[config.mk]
export PLATFORM = sky130hd
export DESIGN_NAME = mc_ctrl
export DESIGN_NICKNAME = d
export VERILOG_FILES = /design/src/rtl/mc_ctrl_pkg.sv /design/src/rtl/mc_ctrl_decode.sv /design/src/rtl/mc_ctrl.sv
export SDC_FILE = /design/constraint.sdc
export NUM_CORES = 1
export LEC_CHECK = 0
export CORE_MARGIN = 10
export CORE_UTILIZATION = 28
export CTS_BUF_LIST = sky130_fd_sc_hd__clkbuf_16
export DETAILED_ROUTE_END_ITERATION = 7
export PLACE_DENSITY_LB_ADDON = 0.2
export SLEW_MARGIN = 25
export SYNTH_ARGS = -nofsm -noshare
export SYNTH_HDL_FRONTEND = slang
export SYNTH_HIERARCHICAL = 1
export SYNTH_SLANG_ARGS = --single-unit
[constraint.sdc]
create_clock -name clk -period 2.2 [get_ports clk]
set_input_delay 0.22 -clock clk [delete_from_list [all_inputs] [get_ports clk]]
set_output_delay 0.22 -clock clk [all_outputs]
set_load 0.01 [all_outputs]
[src/rtl/mc_ctrl_pkg.sv]
// mc_ctrl_pkg: shared constants for the simpleMIPS multicycle controller.
// Holds the FSM state encoding, instruction field codes, datapath mux
// select encodings and the instruction-class record produced by mc_decode.
package mc_ctrl_pkg;

   typedef enum logic [2:0] {
      S_FETCH  = 3'd0,
      S_DECODE = 3'd1,
      S_EXEC   = 3'd2,
      S_MEM    = 3'd3,
      S_WB     = 3'd4
   } state_t;

   // Opcode and funct fields of the supported subset
   localparam logic [5:0] OP_RTYPE   = 6'h00;
   localparam logic [5:0] OP_JAL     = 6'h03;
   localparam logic [5:0] OP_BEQ     = 6'h04;
   localparam logic [5:0] OP_ORI     = 6'h0D;
   localparam logic [5:0] OP_LW      = 6'h23;
   localparam logic [5:0] OP_SW      = 6'h2B;
   localparam logic [5:0] FUNCT_ADDU = 6'h21;
   localparam logic [5:0] FUNCT_SUBU = 6'h23;

   // PC source select
   localparam logic [1:0] PC_PLUS4 = 2'd0;
   localparam logic [1:0] PC_BR    = 2'd1;
   localparam logic [1:0] PC_JUMP  = 2'd2;

   // ALU operation select
   localparam logic [1:0] ALU_ADD  = 2'd0;
   localparam logic [1:0] ALU_ADDU = 2'd1;
   localparam logic [1:0] ALU_SUBU = 2'd2;
   localparam logic [1:0] ALU_OR   = 2'd3;

   // Register-file write-data select
   localparam logic [1:0] WD_fromALU = 2'd0;
   localparam logic [1:0] WD_fromMEM = 2'd1;
   localparam logic [1:0] WD_fromPC  = 2'd2;

   // Register-file destination select
   localparam logic [1:0] RD_fromRD = 2'd0;
   localparam logic [1:0] RD_fromRT = 2'd1;
   localparam logic [1:0] RD_RA     = 2'd2;

   // Instruction classes consumed by the sequencing FSM
   typedef struct packed {
      logic rtype;
      logic itype;
      logic load;
      logic store;
      logic branch;
      logic jump;
      logic legal;
   } iclass_t;

   // R-type ALU operation chosen from the funct field (addu or subu only)
   function automatic logic [1:0] rtype_alu_op(input logic [5:0] funct);
      return (funct == FUNCT_SUBU) ? ALU_SUBU : ALU_ADDU;
   endfunction

endpackage

[src/rtl/mc_ctrl_decode.sv]
// mc_decode: purely combinational classifier that maps the instruction
// register onto the instruction classes the mc_ctrl FSM sequences.
// R-type is only legal for the addu and subu funct codes.
module mc_decode
   import mc_ctrl_pkg::*;
(
   input  logic [31:0] instr,
   output iclass_t     cls
);

   logic [5:0] opcode;
   logic [5:0] funct;
   logic       unused_instr_bits;

   assign opcode            = instr[31:26];
   assign funct             = instr[5:0];
   assign unused_instr_bits = ^instr[25:6];

   // Classify by opcode; legal is the union of every recognised class
   always_comb begin
      cls = '0;
      case (opcode)
         OP_RTYPE: cls.rtype  = (funct == FUNCT_ADDU) || (funct == FUNCT_SUBU);
         OP_ORI:   cls.itype  = 1'b1;
         OP_LW:    cls.load   = 1'b1;
         OP_SW:    cls.store  = 1'b1;
         OP_BEQ:   cls.branch = 1'b1;
         OP_JAL:   cls.jump   = 1'b1;
         default:  cls        = '0;
      endcase
      cls.legal = cls.rtype | cls.itype | cls.load | cls.store | cls.branch | cls.jump;
   end

endmodule

[src/rtl/mc_ctrl.sv]
// mc_ctrl: multicycle FETCH/DECODE/EXEC/MEM/WB sequencer for the simpleMIPS
// datapath (addu, subu, ori, lw, sw, beq, jal). Issues one-cycle datapath
// strobes and holds memory requests until the matching ready arrives.
// Optional feature: define MC_PERF_CNT_EN to build the cycle/instruction
// performance counters; otherwise both counter ports are constant 0.
module mc_ctrl
   import mc_ctrl_pkg::*;
(
   input  logic        clk,
   input  logic        rst,
   input  logic [31:0] instr,
   input  logic        breq,
   input  logic        imem_rdy,
   input  logic        dmem_rdy,
   output logic        imem_req,
   output logic        ir_wr,
   output logic        dmem_req,
   output logic        dm_wr,
   output logic        reg_wr,
   output logic        pc_wr,
   output logic [1:0]  pc_src,
   output logic        bsel,
   output logic [1:0]  alu_op,
   output logic [1:0]  wd_sel,
   output logic [1:0]  rd_sel,
   output logic        illegal,
   output logic [31:0] cycle_cnt,
   output logic [31:0] instr_cnt
);

   state_t  state;
   state_t  next_state;
   iclass_t cls;
   logic    retire;

   mc_decode u_decode (
      .instr (instr),
      .cls   (cls)
   );

   // State register; reset always restarts at instruction fetch
   always_ff @(posedge clk) begin
      if (rst) state <= S_FETCH;
      else     state <= next_state;
   end

   // Next-state and strobe decode; reset masks every strobe and request
   always_comb begin
      next_state = state;
      imem_req   = 1'b0;
      ir_wr      = 1'b0;
      dmem_req   = 1'b0;
      dm_wr      = 1'b0;
      reg_wr     = 1'b0;
      pc_wr      = 1'b0;
      pc_src     = PC_PLUS4;
      bsel       = 1'b0;
      alu_op     = ALU_ADD;
      wd_sel     = WD_fromALU;
      rd_sel     = RD_fromRD;
      illegal    = 1'b0;
      retire     = 1'b0;
      case (state)
         S_FETCH: begin
            imem_req = 1'b1;
            if (imem_rdy) begin
               ir_wr      = 1'b1;
               pc_wr      = 1'b1;
               pc_src     = PC_PLUS4;
               next_state = S_DECODE;
            end
         end
         S_DECODE: begin
            if (cls.legal) begin
               next_state = S_EXEC;
            end else begin
               illegal    = 1'b1;
               next_state = S_FETCH;
            end
         end
         S_EXEC: begin
            if (cls.rtype) begin
               alu_op     = rtype_alu_op(instr[5:0]);
               next_state = S_WB;
            end else if (cls.itype) begin
               alu_op     = ALU_OR;
               bsel       = 1'b1;
               next_state = S_WB;
            end else if (cls.load || cls.store) begin
               alu_op     = ALU_ADD;
               bsel       = 1'b1;
               next_state = S_MEM;
            end else if (cls.branch) begin
               if (breq) begin
                  pc_wr  = 1'b1;
                  pc_src = PC_BR;
               end
               retire     = 1'b1;
               next_state = S_FETCH;
            end else if (cls.jump) begin
               pc_wr      = 1'b1;
               pc_src     = PC_JUMP;
               reg_wr     = 1'b1;
               wd_sel     = WD_fromPC;
               rd_sel     = RD_RA;
               retire     = 1'b1;
               next_state = S_FETCH;
            end else begin
               next_state = S_FETCH;
            end
         end
         S_MEM: begin
            dmem_req = 1'b1;
            dm_wr    = cls.store;
            if (dmem_rdy) begin
               if (cls.store) begin
                  retire     = 1'b1;
                  next_state = S_FETCH;
               end else begin
                  next_state = S_WB;
               end
            end
         end
         S_WB: begin
            reg_wr     = 1'b1;
            wd_sel     = cls.load ? WD_fromMEM : WD_fromALU;
            rd_sel     = cls.rtype ? RD_fromRD : RD_fromRT;
            retire     = 1'b1;
            next_state = S_FETCH;
         end
         default: next_state = S_FETCH;
      endcase
      if (rst) begin
         imem_req = 1'b0;
         ir_wr    = 1'b0;
         dmem_req = 1'b0;
         dm_wr    = 1'b0;
         reg_wr   = 1'b0;
         pc_wr    = 1'b0;
         pc_src   = PC_PLUS4;
         bsel     = 1'b0;
         alu_op   = ALU_ADD;
         wd_sel   = WD_fromALU;
         rd_sel   = RD_fromRD;
         illegal  = 1'b0;
         retire   = 1'b0;
      end
   end

`ifdef MC_PERF_CNT_EN
   logic [31:0] cycle_q;
   logic [31:0] instr_q;

   // Free-running cycle counter and retired-instruction counter, both wrapping
   always_ff @(posedge clk) begin
      if (rst) begin
         cycle_q <= '0;
         instr_q <= '0;
      end else begin
         cycle_q <= cycle_q + 32'd1;
         if (retire) instr_q <= instr_q + 32'd1;
      end
   end

   assign cycle_cnt = cycle_q;
   assign instr_cnt = instr_q;
`else
   logic unused_retire;

   assign unused_retire = retire;
   assign cycle_cnt     = '0;
   assign instr_cnt     = '0;
`endif

endmodule

==> impl_metrics.prom, run 1 <==
# TYPE chip_impl_metric gauge
chip_impl_metric{name="final.fill_count",unit=""} 408
chip_impl_metric{name="syn-cell-area",unit="um^2"} 1040
chip_impl_metric{name="min_period_over_period",unit="%"} 94.6
chip_impl_metric{name="routabilityCongestion",unit=""} 0.817
chip_impl_metric{name="synth-seq-cells",unit=""} 3
chip_impl_metric{name="grt_pass1_vias",unit=""} 989
chip_impl_metric{name="die_area",unit="um^2"} 6540
chip_impl_metric{name="synth_warnings",unit=""} 6
chip_impl_metric{name="core_area",unit="um^2"} 3630
chip_impl_metric{name="ff2ff_path_depth",unit=""} 3
chip_impl_metric{name="detail_route.drc_violations",unit=""} 0
chip_impl_metric{name="global_route_met3_utilization",unit="%"} 3.20
chip_impl_info{name="tritoncts",value="built"} 1
chip_impl_info{name="largest_registers",value="state (3)"} 1
chip_impl_metric{name="grt.met2_usage",unit="%"} 15.4
chip_impl_metric{name="largest_clock_skew_in_the_final_design",unit="ns"} 0.00100
chip_impl_metric{name="initial_antenna_violation_count",unit=""} 0
chip_impl_info{name="worstReg2RegStart",value="state[1]"} 1
chip_impl_metric{name="p_leak",unit="nW"} 0.736
chip_impl_metric{name="setup_violations",unit=""} 0
chip_impl_metric{name="htreeDepth",unit=""} 1
chip_impl_metric{name="finalMaxSlewViolations",unit=""} 0
chip_impl_metric{name="grtUsageTotal",unit="%"} 8.02
chip_impl_metric{name="floorplan.initialDensity",unit="%"} 28.6
chip_impl_metric{name="drt_first_iter_violations",unit=""} 19
chip_impl_metric{name="drt-vias-per-instance",unit=""} 3.79
chip_impl_metric{name="cp_max_fo",unit=""} 4
chip_impl_info{name="holdCritPathClass",value="input pin to flip-flop"} 1
chip_impl_metric{name="vias",unit=""} 901
chip_impl_metric{name="utilization",unit="%"} 38.9
chip_impl_metric{name="design.final.nets",unit=""} 228
chip_impl_metric{name="pre_cts_ws",unit="ns"} -0.587
chip_impl_metric{name="cellPowerDensity",unit="nW/um^2"} 352
chip_impl_info{name="crit-reg2reg-capture",value="state[2]"} 1
chip_impl_metric{name="drt_first_pass_iters",unit=""} 3
chip_impl_info{name="setup.worst_path.class",value="input pin to primary output"} 1
chip_impl_metric{name="clock_tree.buffer_depth",unit=""} 2
chip_impl_info{name="worstHoldEndpoint",value="state[1]"} 1
chip_impl_metric{name="max-vdd-ir-drop",unit="mV"} 0.179
chip_impl_metric{name="dp_hpwl",unit="um"} 2600
chip_impl_metric{name="timing.critical_path.arrival",unit="ns"} 1.86
chip_impl_metric{name="cts_num_sinks",unit=""} 3
chip_impl_metric{name="timing.final.ws_setup",unit="ns"} 0.119
chip_impl_metric{name="largest_register_ffs",unit=""} 3
chip_impl_metric{name="max-cap-violations",unit=""} 0
chip_impl_info{name="layout_commonest_cell",value="conb_1"} 1
chip_impl_info{name="clock_root_cell",value="clkbuf_16"} 1
chip_impl_metric{name="grt_pass1_wl",unit="um"} 4420
chip_impl_metric{name="r2r_slack",unit="ns"} 1.13
chip_impl_info{name="grt_busiest_layer",value="met2"} 1
chip_impl_metric{name="post-route-min-period",unit="ns"} 2.08
chip_impl_metric{name="groute.layer.met1.usage",unit="%"} 7.97
chip_impl_info{name="setup.worst_path.start_class",value="input pin"} 1
chip_impl_metric{name="areaGrowthSynthToFinish",unit="%"} 36.0
chip_impl_metric{name="setup_total_negative_slack",unit="ns"} 0
chip_impl_metric{name="number_of_library_cell_types_mapped_by_synthesis",unit=""} 44
chip_impl_metric{name="totalPowerFinal",unit="W"} 0.000497
chip_impl_metric{name="ioPinCount",unit=""} 117
chip_impl_metric{name="clock_latency",unit="ns"} 0.22
chip_impl_info{name="critPathCaptureType",value="primary output"} 1
chip_impl_info{name="final_cell_mix",value="conb_1, buf_4, clkdlybuf4s50_1"} 1
chip_impl_metric{name="hold_viol",unit=""} 0
chip_impl_metric{name="worst-endpoint-required",unit="ns"} 1.98
chip_impl_info{name="result_of_the_run",value="finished, final reports clean"} 1
chip_impl_metric{name="synth_seq_area_share",unit="%"} 5.78
chip_impl_metric{name="syn_avg_cell_area",unit="um^2"} 7.64
chip_impl_metric{name="ant_nets",unit=""} 0
chip_impl_metric{name="drive_gt1_share",unit="%"} 31.1
chip_impl_info{name="worstHoldStart",value="instr[30]"} 1
chip_impl_metric{name="placement_rows",unit=""} 22
chip_impl_info{name="unrepaired_setup_endpoints_after_global_routing",value="no"} 1
chip_impl_metric{name="num_antenna_cells",unit=""} 0
chip_impl_metric{name="die_height",unit="um"} 80.9
chip_impl_metric{name="route.detailed.wl_per_inst",unit="um"} 12.4
chip_impl_metric{name="maximum_clock_frequency",unit="MHz"} 481
chip_impl_metric{name="port_buffers",unit=""} 32
chip_impl_metric{name="min_path_cells",unit=""} 6
chip_impl_metric{name="globalRoute.totalOverflow",unit=""} 0
chip_impl_metric{name="synth_cells",unit=""} 136
chip_impl_metric{name="cts.clk_slew.worst_paths",unit="ns"} 0.03
chip_impl_metric{name="tritoncts.num_buffers",unit=""} 3
chip_impl_info{name="max_flop_register",value="state"} 1
chip_impl_metric{name="grt_start_max_net_pins",unit=""} 11
chip_impl_metric{name="die_x",unit="um"} 80.9
chip_impl_metric{name="wirelength",unit="um"} 2960
[worst max-delay path by stage]
stage | start | to | slack, ns
after floorplan | instr[27] | wd_sel[1] | 0.27
after global placement | instr[27] | alu_op[0] | -0.56
after detailed placement | instr[27] | rd_sel[0] | -0.59
after CTS | instr[28] | wd_sel[1] | -0.04
after global routing | instr[27] | reg_wr | 0.05
final | instr[27] | reg_wr | 0.12
[per-stage QoR]
stage               instance area, um^2  hold WS, ns  std cells
detailed placement                 1310        0.716        233
global route                       1410        0.736        238
floorplan                          1270        0.412        199
CTS                                1410        0.660        238
finish                             1410        0.669        238
global placement                   1310        0.696        233
[worst max-delay path, stage by stage]
cell and delay, ns:
buf_2 0.11, or3_4 0.38, or3_4 0.37, nor3_4 0.19, buf_6 0.13, nor2_4 0.05, a32oi_1 0.20, nor3_2 0.07
buf_2 0.14
[routing by layer]
layer	vias to the layer above	wire length, um
li1	438	-
met1	407	1050
met2	54	1460
met3	2	437
met4	0	12
met5	-	0
[cells by family (layout without fill, tap and decap cells)]
group | Yosys count | count (layout) | share of synthesized area [%]
flops | 3 | 3 | 5.78
compound gates | 11 | 11 | 7.95
mux | 1 | 1 | 0.964
buf+inv | 70 | 61 | 49.6
other cells | 1 | 64 | 0.361
simple gates | 50 | 50 | 35.3
[cells in the mapped netlist, drive strengths merged]
cell     count  share of area, %
nor4         2               2.7
a2bb2oi      1              0.84
nand2b       1              0.60
a32oi        1              0.84
nor2        10               5.3
nor4bb       2               1.9
nand2        5               1.8
nor3         4               2.9
and4bb       1               1.2
nand3        2              0.96
and4b        1              0.96
o21ba        1              0.96
mux2i        1              0.96
nor3b        3               2.6
or3          2               1.7
a21oi        1              0.48
a31oi        1              0.60
nor4b        2               1.7
nand4        1               1.2
and4         1              0.84
and2         3               2.0
a21boi       2               1.4
o31ai        1              0.72
inv          3               1.1
conb         1              0.36
dfxtp        3               5.8
o21bai       1              0.72
nand3b       4               2.9
and3         2               1.2
o21ai        1              0.48
o32ai        1              0.84
and2b        1              0.96
nor2b        3               1.8
buf         67                49
[layout make-up]
type                       instances  area, um^2  area share [%]
clock buffer                       3        75.1            5.31
tap                               48        60.1            4.25
multi-input combinational        126         768            54.4
clock inverter                     1        3.75           0.266
inverter                           3        11.3           0.797
timing repair buffer              54         434            30.7
sequential                         3        60.1            4.25
[report_power, final]
group	switching, W	internal [W]	total (W)
registers	0.00000163	0.0000561	0.0000577
clock network	0.0000523	0.000235	0.000287
logic	0.0000948	0.0000578	0.000153
[what timing repair did]
action / 4_1_cts / 5_1_grt
setup buffers: 1 / 0
pin swaps: 7 / 4
endpoints found under the setup margin: 13 / 9
hold buffers: 0 / 0
gates resized for setup: 57 / 12
(Power assumes the default switching activity.)
==> run 2: changes to the inputs <==
SKIP_CTS_REPAIR_TIMING = 1   (was unset)
==> run 2 against run 1 <==
Via count grew 0.33%. Clock skew about the same. Critical path depth down 1. First-iteration DRC count is 5.3% lower. Register-to-register slack about the same. Highest routed layer unchanged. Setup slack got worse by 0.085 ns. Power grew 0.66%. Largest cell class unchanged. Global-route usage fell by 0.18 points. Die area unchanged. Core utilization increased by 0.21 points. Count of clock-buffer cells in the layout unchanged.
==> impl_metrics.prom, run 2 (synthesis gave the netlist of run 1 again) <==
# TYPE chip_impl_metric gauge
chip_impl_metric{name="drive_gt1_share",unit="%"} 28.6
chip_impl_metric{name="grt_start_max_net_pins",unit=""} 11
chip_impl_metric{name="globalRoute.totalOverflow",unit=""} 0
chip_impl_info{name="layout_commonest_cell",value="conb_1"} 1
chip_impl_info{name="clock_root_cell",value="clkbuf_16"} 1
chip_impl_metric{name="route.detailed.wl_per_inst",unit="um"} 12.8
chip_impl_metric{name="die_height",unit="um"} 80.9
chip_impl_info{name="max_flop_register",value="state"} 1
chip_impl_metric{name="cts.clk_slew.worst_paths",unit="ns"} 0.03
chip_impl_metric{name="pre_cts_ws",unit="ns"} -0.587
chip_impl_metric{name="grt_pass1_wl",unit="um"} 4310
chip_impl_metric{name="core_area",unit="um^2"} 3630
chip_impl_metric{name="p_leak",unit="nW"} 0.784
chip_impl_metric{name="utilization",unit="%"} 39.1
chip_impl_metric{name="grt_pass1_vias",unit=""} 981
chip_impl_metric{name="dp_hpwl",unit="um"} 2600
chip_impl_metric{name="clock_latency",unit="ns"} 0.22
chip_impl_metric{name="wirelength",unit="um"} 3020
chip_impl_metric{name="cp_max_fo",unit=""} 3
chip_impl_info{name="grt_busiest_layer",value="met2"} 1
chip_impl_metric{name="ff2ff_path_depth",unit=""} 3
chip_impl_info{name="holdCritPathClass",value="input pin to flip-flop"} 1
chip_impl_metric{name="post-route-min-period",unit="ns"} 2.17
chip_impl_metric{name="setup_total_negative_slack",unit="ns"} 0
chip_impl_metric{name="post-place-cells",unit=""} 233
chip_impl_info{name="setup.worst_path.start_class",value="input pin"} 1
chip_impl_metric{name="ant_nets",unit=""} 0
chip_impl_metric{name="max-cap-violations",unit=""} 0
chip_impl_metric{name="detail_route.drc_violations",unit=""} 0
chip_impl_metric{name="die_area",unit="um^2"} 6540
chip_impl_metric{name="max-vdd-ir-drop",unit="mV"} 0.169
chip_impl_metric{name="areaGrowthSynthToFinish",unit="%"} 36.7
chip_impl_metric{name="timing.critical_path.arrival",unit="ns"} 1.95
chip_impl_metric{name="groute.layer.met1.usage",unit="%"} 7.71
chip_impl_metric{name="hold_viol",unit=""} 0
chip_impl_metric{name="die_x",unit="um"} 80.9
chip_impl_metric{name="r2r_slack",unit="ns"} 1.14
chip_impl_metric{name="final-instance-count-excl-fill",unit=""} 237
chip_impl_metric{name="num_antenna_cells",unit=""} 0
chip_impl_metric{name="clock_tree.buffer_depth",unit=""} 2
chip_impl_metric{name="tritoncts.num_buffers",unit=""} 3
chip_impl_metric{name="worst-endpoint-required",unit="ns"} 1.98
chip_impl_metric{name="drt_first_pass_iters",unit=""} 4
chip_impl_info{name="largest_registers",value="state (3)"} 1
chip_impl_metric{name="final.fill_count",unit=""} 403
chip_impl_metric{name="routabilityCongestion",unit=""} 0.817
chip_impl_metric{name="floorplan.initialDensity",unit="%"} 28.6
chip_impl_metric{name="grtUsageTotal",unit="%"} 7.84
chip_impl_metric{name="totalPowerFinal",unit="W"} 0.000500
chip_impl_metric{name="drt_first_iter_violations",unit=""} 18
chip_impl_metric{name="ioPinCount",unit=""} 117
chip_impl_metric{name="placement_rows",unit=""} 22
chip_impl_metric{name="setup_violations",unit=""} 0
chip_impl_info{name="unrepaired_setup_endpoints_after_global_routing",value="yes"} 1
chip_impl_info{name="final_cell_mix",value="conb_1, buf_4, clkdlybuf4s50_1"} 1
chip_impl_metric{name="initial_antenna_violation_count",unit=""} 0
chip_impl_metric{name="maximum_clock_frequency",unit="MHz"} 462
chip_impl_metric{name="min_period_over_period",unit="%"} 98.4
chip_impl_metric{name="port_buffers",unit=""} 32
chip_impl_metric{name="design.final.nets",unit=""} 227
chip_impl_metric{name="finalMaxSlewViolations",unit=""} 0
chip_impl_info{name="result_of_the_run",value="finished, final reports clean"} 1
chip_impl_info{name="setup.worst_path.class",value="input pin to primary output"} 1
chip_impl_metric{name="htreeDepth",unit=""} 1
chip_impl_metric{name="grt.met2_usage",unit="%"} 14.7
chip_impl_metric{name="min_path_cells",unit=""} 6
chip_impl_metric{name="cts_num_sinks",unit=""} 3
chip_impl_metric{name="timing.final.ws_setup",unit="ns"} 0.0342
chip_impl_metric{name="drt-vias-per-instance",unit=""} 3.81
chip_impl_info{name="tritoncts",value="built"} 1
chip_impl_metric{name="vias",unit=""} 904
chip_impl_metric{name="largest_register_ffs",unit=""} 3
chip_impl_metric{name="cellPowerDensity",unit="nW/um^2"} 352
chip_impl_metric{name="largest_clock_skew_in_the_final_design",unit="ns"} 0.00118
chip_impl_metric{name="global_route_met3_utilization",unit="%"} 3.31
chip_impl_info{name="critPathCaptureType",value="primary output"} 1
run 2: layout make-up:
class                   count  area (um^2)  share of cell area [%]
clock buffers               3         75.1                    5.29
clock inverters             1         3.75                   0.264
inverters                   3         11.3                   0.793
multi-input cells         126          763                    53.7
flip-flops and latches      3         60.1                    4.23
well taps                  48         60.1                    4.23
repair buffers             53          447                    31.5
run 2: worst max-delay path, cell delays in order:
cell      delay [ns]
clkbuf_2        0.12
or3_4           0.40
or3_4           0.43
nor3_4          0.21
buf_6           0.13
buf_4           0.10
and4bb_2        0.21
clkbuf_2        0.13
run 2: final timing paths:
kind                            startpoint         to
worst min-delay path             instr[30]   state[1]
worst max register to register    state[1]   state[2]
worst min register to register    state[0]   state[1]
worst max-delay path             instr[27]  rd_sel[0]
run 2: report_power, final:
| part | total [W] | switching (W) | internal [W] | leakage (nW) |
|---|---|---|---|---|
| combinational | 0.000156 | 0.0000952 | 0.0000610 | 0.717 |
| sequential | 0.0000577 | 0.00000163 | 0.0000561 | 0.0244 |
| clock | 0.000287 | 0.0000521 | 0.000235 | 0.0423 |
| total | 0.000500 | 0.000149 | 0.000352 | 0.784 |
run 2: per-stage QoR:
stage,area [um^2],hold WS [ns]
floorplan,1270,0.412
global placement,1310,0.696
detailed placement,1310,0.716
CTS,1390,0.696
global route,1420,0.748
finish,1420,0.688
run 2: per-layer routing:
layer / vias to the layer above / wire (um)
li1: 438 / -
met1: 406 / 1120
met2: 56 / 1460
met3: 4 / 411
met4: 0 / 27
met5: - / 0
